===== src/rtl/dvbc_rs_sequencer_pkg.sv =====
// Shared constants and FSM encoding for the DVB-C RS(204,188) encoder sequencer.
package dvbc_rs_sequencer_pkg;

  localparam int          DVBC_PKT_LEN   = 188;
  localparam int          DVBC_PAR_LEN   = 16;
  localparam logic [7:0]  DVBC_SYNC_BYTE = 8'h47;
  localparam logic [7:0]  DVBC_SYNC_INV  = 8'hB8;
  localparam int          DVBC_GRP_LEN   = 8;

  typedef enum logic [1:0] {
    ST_IDLE   = 2'd0,
    ST_DATA   = 2'd1,
    ST_PARITY = 2'd2
  } state_e;

endpackage


===== src/rtl/dvbc_rs_sequencer.sv =====
// Frames 188-byte TS packets into the RS encoder, inserts 16 parity beats and
// tracks the 8-packet sync-inversion group.
module dvbc_rs_sequencer
  import dvbc_rs_sequencer_pkg::*;
#(
  parameter bit         SIMULATION = 1'b0,
  parameter bit         DEBUG      = 1'b0,
  parameter int         PKT_LEN    = DVBC_PKT_LEN,
  parameter int         PAR_LEN    = DVBC_PAR_LEN,
  parameter logic [7:0] SYNC_BYTE  = DVBC_SYNC_BYTE,
  parameter int         GRP_LEN    = DVBC_GRP_LEN
) (
  input  logic        clk_i,
  input  logic        rst_ni,
  input  logic        en_i,
  input  logic [7:0]  s_data_i,
  input  logic        s_valid_i,
  input  logic        s_sop_i,
  output logic        s_ready_o,
  output logic [7:0]  rs_data_o,
  output logic        rs_valid_o,
  input  logic        rs_ready_i,
  output logic        rs_first_o,
  output logic        rs_last_o,
  output logic        rs_par_o,
  output logic        rs_abort_o,
  output logic        sync_inv_o,
  output logic        busy_o,
  output logic [31:0] pkt_cnt_o,
  output logic [15:0] err_cnt_o,
  output logic [1:0]  dbg_state_o
);

  localparam int IW = $clog2(PKT_LEN);
  localparam int PW = $clog2(PAR_LEN);
  localparam int GW = $clog2(GRP_LEN);

  state_e        state;
  logic [IW-1:0] idx;
  logic [PW-1:0] pidx;
  logic [GW-1:0] grp;
  logic          abort_q;
  logic [31:0]   pkt_cnt;
  logic [15:0]   err_cnt;

  logic sop_ok, sop_bad, idx_last, pidx_last;

  // en_i only gates packet starts; an open packet always runs to the end of parity.
  assign sop_ok    = s_valid_i & s_sop_i & (s_data_i == SYNC_BYTE) & en_i;
  assign sop_bad   = s_valid_i & s_sop_i & (s_data_i != SYNC_BYTE) & en_i;
  assign idx_last  = (idx == IW'(PKT_LEN - 1));
  assign pidx_last = (pidx == PW'(PAR_LEN - 1));

  assign rs_data_o   = s_data_i;
  assign rs_abort_o  = abort_q;
  assign busy_o      = (state != ST_IDLE);
  assign pkt_cnt_o   = pkt_cnt;
  assign err_cnt_o   = err_cnt;
  assign dbg_state_o = DEBUG ? 2'(state) : 2'b00;
  assign sync_inv_o  = rs_first_o & (grp == '0);

  always_comb begin
    s_ready_o  = 1'b0;
    rs_valid_o = 1'b0;
    rs_first_o = 1'b0;
    rs_last_o  = 1'b0;
    rs_par_o   = 1'b0;
    case (state)
      ST_IDLE: if (en_i) begin
        s_ready_o  = sop_ok ? rs_ready_i : 1'b1;
        rs_valid_o = sop_ok;
        rs_first_o = sop_ok;
      end
      // A premature sop is held off so IDLE can re-evaluate it next cycle.
      ST_DATA: if (!(s_valid_i & s_sop_i)) begin
        s_ready_o  = rs_ready_i;
        rs_valid_o = s_valid_i;
        rs_last_o  = idx_last;
      end
      ST_PARITY: begin
        rs_valid_o = 1'b1;
        rs_par_o   = 1'b1;
      end
      default: ;
    endcase
  end

  always_ff @(posedge clk_i or negedge rst_ni) begin
    if (!rst_ni) begin
      state   <= ST_IDLE;
      idx     <= '0;
      pidx    <= '0;
      grp     <= '0;
      abort_q <= 1'b0;
      pkt_cnt <= '0;
      err_cnt <= '0;
    end else begin
      abort_q <= 1'b0;
      case (state)
        ST_IDLE: begin
          if (sop_ok & rs_ready_i) begin
            idx   <= IW'(1);
            state <= ST_DATA;
          end
          if (sop_bad && err_cnt != 16'hFFFF) err_cnt <= err_cnt + 16'd1;
        end
        ST_DATA: begin
          if (s_valid_i & s_sop_i) begin
            abort_q <= 1'b1;
            state   <= ST_IDLE;
            if (err_cnt != 16'hFFFF) err_cnt <= err_cnt + 16'd1;
          end else if (s_valid_i & rs_ready_i) begin
            idx <= idx + IW'(1);
            if (idx_last) begin
              pidx  <= '0;
              state <= ST_PARITY;
            end
          end
        end
        ST_PARITY: if (rs_ready_i) begin
          pidx <= pidx + PW'(1);
          if (pidx_last) begin
            pkt_cnt <= pkt_cnt + 32'd1;
            grp     <= (grp == GW'(GRP_LEN - 1)) ? '0 : grp + GW'(1);
            state   <= ST_IDLE;
          end
        end
        default: state <= ST_IDLE;
      endcase
    end
  end

  generate
    if (SIMULATION) begin : g_sim
      logic rdy_q;
      always_ff @(posedge clk_i or negedge rst_ni) begin
        if (!rst_ni) rdy_q <= 1'b0;
        else begin
          rdy_q <= rs_ready_i;
          if (state == ST_PARITY && !rs_valid_o && rs_ready_i != rdy_q)
            $error("rs_ready_i toggled with rs_valid_o low in PARITY");
        end
      end
    end
  endgenerate

endmodule


===== config.mk =====
export PLATFORM = sky130hd
export DESIGN_NAME = dvbc_rs_sequencer
export DESIGN_NICKNAME = d
export VERILOG_FILES = /design/src/rtl/dvbc_rs_sequencer_pkg.sv /design/src/rtl/dvbc_rs_sequencer.sv
export SDC_FILE = /design/constraint.sdc
export NUM_CORES = 1
export LEC_CHECK = 0
export ABC_AREA = 1
export ABC_CLOCK_PERIOD_IN_PS = 1900
export BUFFER_PORTS_ARGS = -buffer_cell sky130_fd_sc_hd__buf_4
export CAP_MARGIN = 15
export CORE_ASPECT_RATIO = 1.25
export CORE_MARGIN = 2
export CORE_UTILIZATION = 35
export CTS_BUF_LIST = sky130_fd_sc_hd__clkbuf_16
export CTS_CLUSTER_SIZE = 16
export DETAILED_ROUTE_END_ITERATION = 10
export PLACE_DENSITY_LB_ADDON = 0.25
export SETUP_SLACK_MARGIN = 0.15
export SYNTH_ARGS = -nofsm -noshare
export SYNTH_HDL_FRONTEND = slang
export SYNTH_SLANG_ARGS = --single-unit
export TNS_END_PERCENT = 20

===== constraint.sdc =====
create_clock -name clk_i -period 1.9 [get_ports clk_i]
set_clock_uncertainty 0.2 [all_clocks]
set_input_delay 0.095 -clock clk_i [delete_from_list [all_inputs] [get_ports clk_i]]
set_output_delay 0.095 -clock clk_i [all_outputs]
set_load 0.05 [all_outputs]

==> results_dict.tcl <==
set metrics [dict create \
    rsz_0062_raised_after_global_routing "yes" \
    die_area_sq_um 12650 \
    cts.reportedPaths.clkPinSlew_ns 0.06 \
    number_of_antenna_violations_at_the_first_check_in_global_routing 0 \
    power.static_leakage_nw 2.725 \
    place_congestion 0.8708 \
    min_period_over_period 0.9316 \
    async_reset_ff_frac 1.000 \
    place.detailed.instances 789 \
    netlist_instances 568 \
    numPortBuffers 77 \
    cp-end-kind "output port" \
    area_delta_synth_final_pct 35.28 \
    numClockSinks 66 \
    layout.cells.non_filler 830 \
    worst_setup_path_start_kind "register" \
    design.portCount 80 \
    dominantRegCellSynth "dfrtp_1" \
    drive_gt1_frac 0.2673 \
    cts.root.buffer_cell "clkbuf_16" \
    grt_overflow_total 0 \
    synth_edf_count 0 \
    mappedNetlistArea_sq_um 4118 \
    utilization 0.4818 \
    final_area_sq_um 5570 \
    first_global_vias 3922 \
    critPathMaxFanout 2 \
    hpwlAfterDp_mm 7.908 \
    route.detailed.drc 0 \
    die_w_um 101.0 \
    cts_buffer_depth 2 \
    timing.max_cap.violations 0 \
    timing_max_transition_violations_final 0 \
    crit_path_class "reg -> out" \
    fmax_ghz 0.5649 \
    grtUsageTotal 0.1756 \
    maximum_number_of_pins_on_one_net_before_global_route_repair 35 \
    drt-total-wl_mm 10.65 \
    grt_pass1_wl_mm 18.06 \
    cts-htree-levels 3 \
    dieHeight_um 125.3 \
    cts-buffers-inserted 9 \
    ys_ff_latch 66 \
    core-area_sq_um 11560 \
    antenna-diode-count 0 \
    yosysWarningCount 0 \
    worst_hold_slack_ns 0.05673 \
    initial_util 0.3562 \
    arrival_ns 1.48 \
    vias_per_cell 4.749 \
    tritoncts "built" \
    hold_viol 0 \
    min_path_type "in -> async" \
    rows 44 \
    layout_net_count 708 \
    post_dp_cell_area_sq_um 4949 \
    dr.pass1.iters 4 \
    final-setup-viol-count 0 \
    via_count 3942 \
    drtAntennaViolNets 0 \
    power_density_nw_per_um2 913.9 \
    detail_route.wl_per_cell_um 12.83 \
    status "finished clean" \
    drt_first_iter_violations 115 \
    syn_avg_cell_area_sq_um 7.249 \
    layout_min_cycle_time_ns 1.770 \
    report.power.total_mw 5.091 \
    post_synth_num_cell_types 35 \
    seq_area_frac_synth 0.4011 \
    critical_path_required_ns 1.60 \
    max-vdd-ir-drop_mv 0.7076 \
    worstSkewPairLatency_ns 0.33 \
]
[cell type report]
type / instances / area [sq um]
clock buffers: 9 / 225.2
clock inverters: 7 / 55.05
fillers: 1133 / 5991
inverters: 58 / 225.2
multi-input cells: 428 / 2252
flip-flops and latches: 66 / 1665
well taps: 138 / 172.7
repair buffers: 124 / 974.7
[cell usage in the layout, fill, tap and decap left out, types with 3 or more instances in the layout]
cell type	Yosys	final
inv_2	1	3
inv_4	1	3
ha_4	0	3
xor2_1	17	17
nand3_1	31	26
nand3_4	2	4
nand4_1	16	16
nor3_1	4	4
a21oi_1	7	6
nand2_1	207	206
o21bai_1	3	3
nand3b_1	4	4
dfrtp_2	0	11
nor2_1	72	66
o21ai_1	4	4
dlygate4sd3_1	0	4
buf_6	2	7
inv_1	56	54
nand3_2	3	6
nor2_4	4	9
nor2_2	5	6
xnor2_1	13	13
o21ai_0	15	15
dfrtp_1	66	55
ha_1	7	4
clkbuf_16	0	9
buf_4	10	112
[per-layer routing]
layer	GRT usage	part of all wire	vias up
met3	0.03242	0.034	15
met2	0.3208	0.52	95
met1	0.2064	0.43	1822
met4	0.05008	0.017	0
li1	-	-	2010
met5	0	0	-
[worst max-delay path: stages, from the launching register on]
cell and delay (ns):
dfrtp_1 0.40, ha_4 0.16, nand2_2 0.06, nor2_4 0.13, nand3_2 0.10, nor2_2 0.13, buf_6 0.17
[worst paths after layout]
path / startpoint / endpoint / slack (ns) / depth (start not counted)
max: idx[1] / rs_last_o / 0.13 / 6
min: rst_ni / pkt_cnt_o[1] / 0.06 / 2
max reg2reg: pidx[0] / pkt_cnt_o[12] / 0.15 / 7
min reg2reg: idx[5] / idx[5] / 0.32 / 2
max in group asynchronous: rst_ni / err_cnt_o[5] / 0.87 / 3
min in group clk_i: s_sop_i / pidx[3] / 0.19 / 5
[stage by stage]
step                TNS (ns)  setup slack, ns
floorplan            -0.2602         -0.06776
global placement           0          0.09868
detailed placement         0          0.03249
CTS                        0           0.1343
global route               0          0.04169
finish                     0           0.1299
[what timing repair did]
action / 4_1_cts / 5_1_grt
setup buffers: 13 / 8
setup endpoints to repair: 34 / 56
pin swaps: 8 / 6
resized for setup: 29 / 12
hold buffers: 4 / 0
hold endpoints to repair: 70 / 0
[report_power, final]
group / switching [mW] / total [mW] / internal, mW
registers: 0.198 / 1.76 / 1.56
clock network: 0.610 / 1.60 / 0.992
logic: 1.06 / 1.73 / 0.669
[state kept, by name, summed over array words and instances, names as in the netlist]
register,flops
err_cnt_o,16
grp,3
idx,8
pidx,4
pkt_cnt_o,32
rs_abort_o,1
state,2
[cell usage after synthesis, types with 4 or more instances]
library cell,count,share of area
inv_1,56,0.051
nand4_1,16,0.024
buf_4,10,0.018
ha_1,7,0.021
nor2_2,5,0.0076
nand3b_1,4,0.0073
xor2_1,17,0.036
dfrtp_1,66,0.40
nor2_1,72,0.066
nand2_1,207,0.19
nor3_1,4,0.0049
o21ai_1,4,0.0049
a21oi_1,7,0.0085
xnor2_1,13,0.028
nor2_4,4,0.011
buf_2,4,0.0049
nand3_1,31,0.038
o21ai_0,15,0.018
[kinds of logic after synthesis]
kind of cell,share of synthesized area
AO/OA/AOI/OAI,0.04193
XOR/XNOR,0.06381
adder cells (fa/ha/maj),0.02127
buffers and inverters,0.08569
flip-flops,0.4011
multiplexers,0.002431
other,0.0009107
AND/OR/NAND/NOR,0.3829
Power figures use the tool's default switching activity.
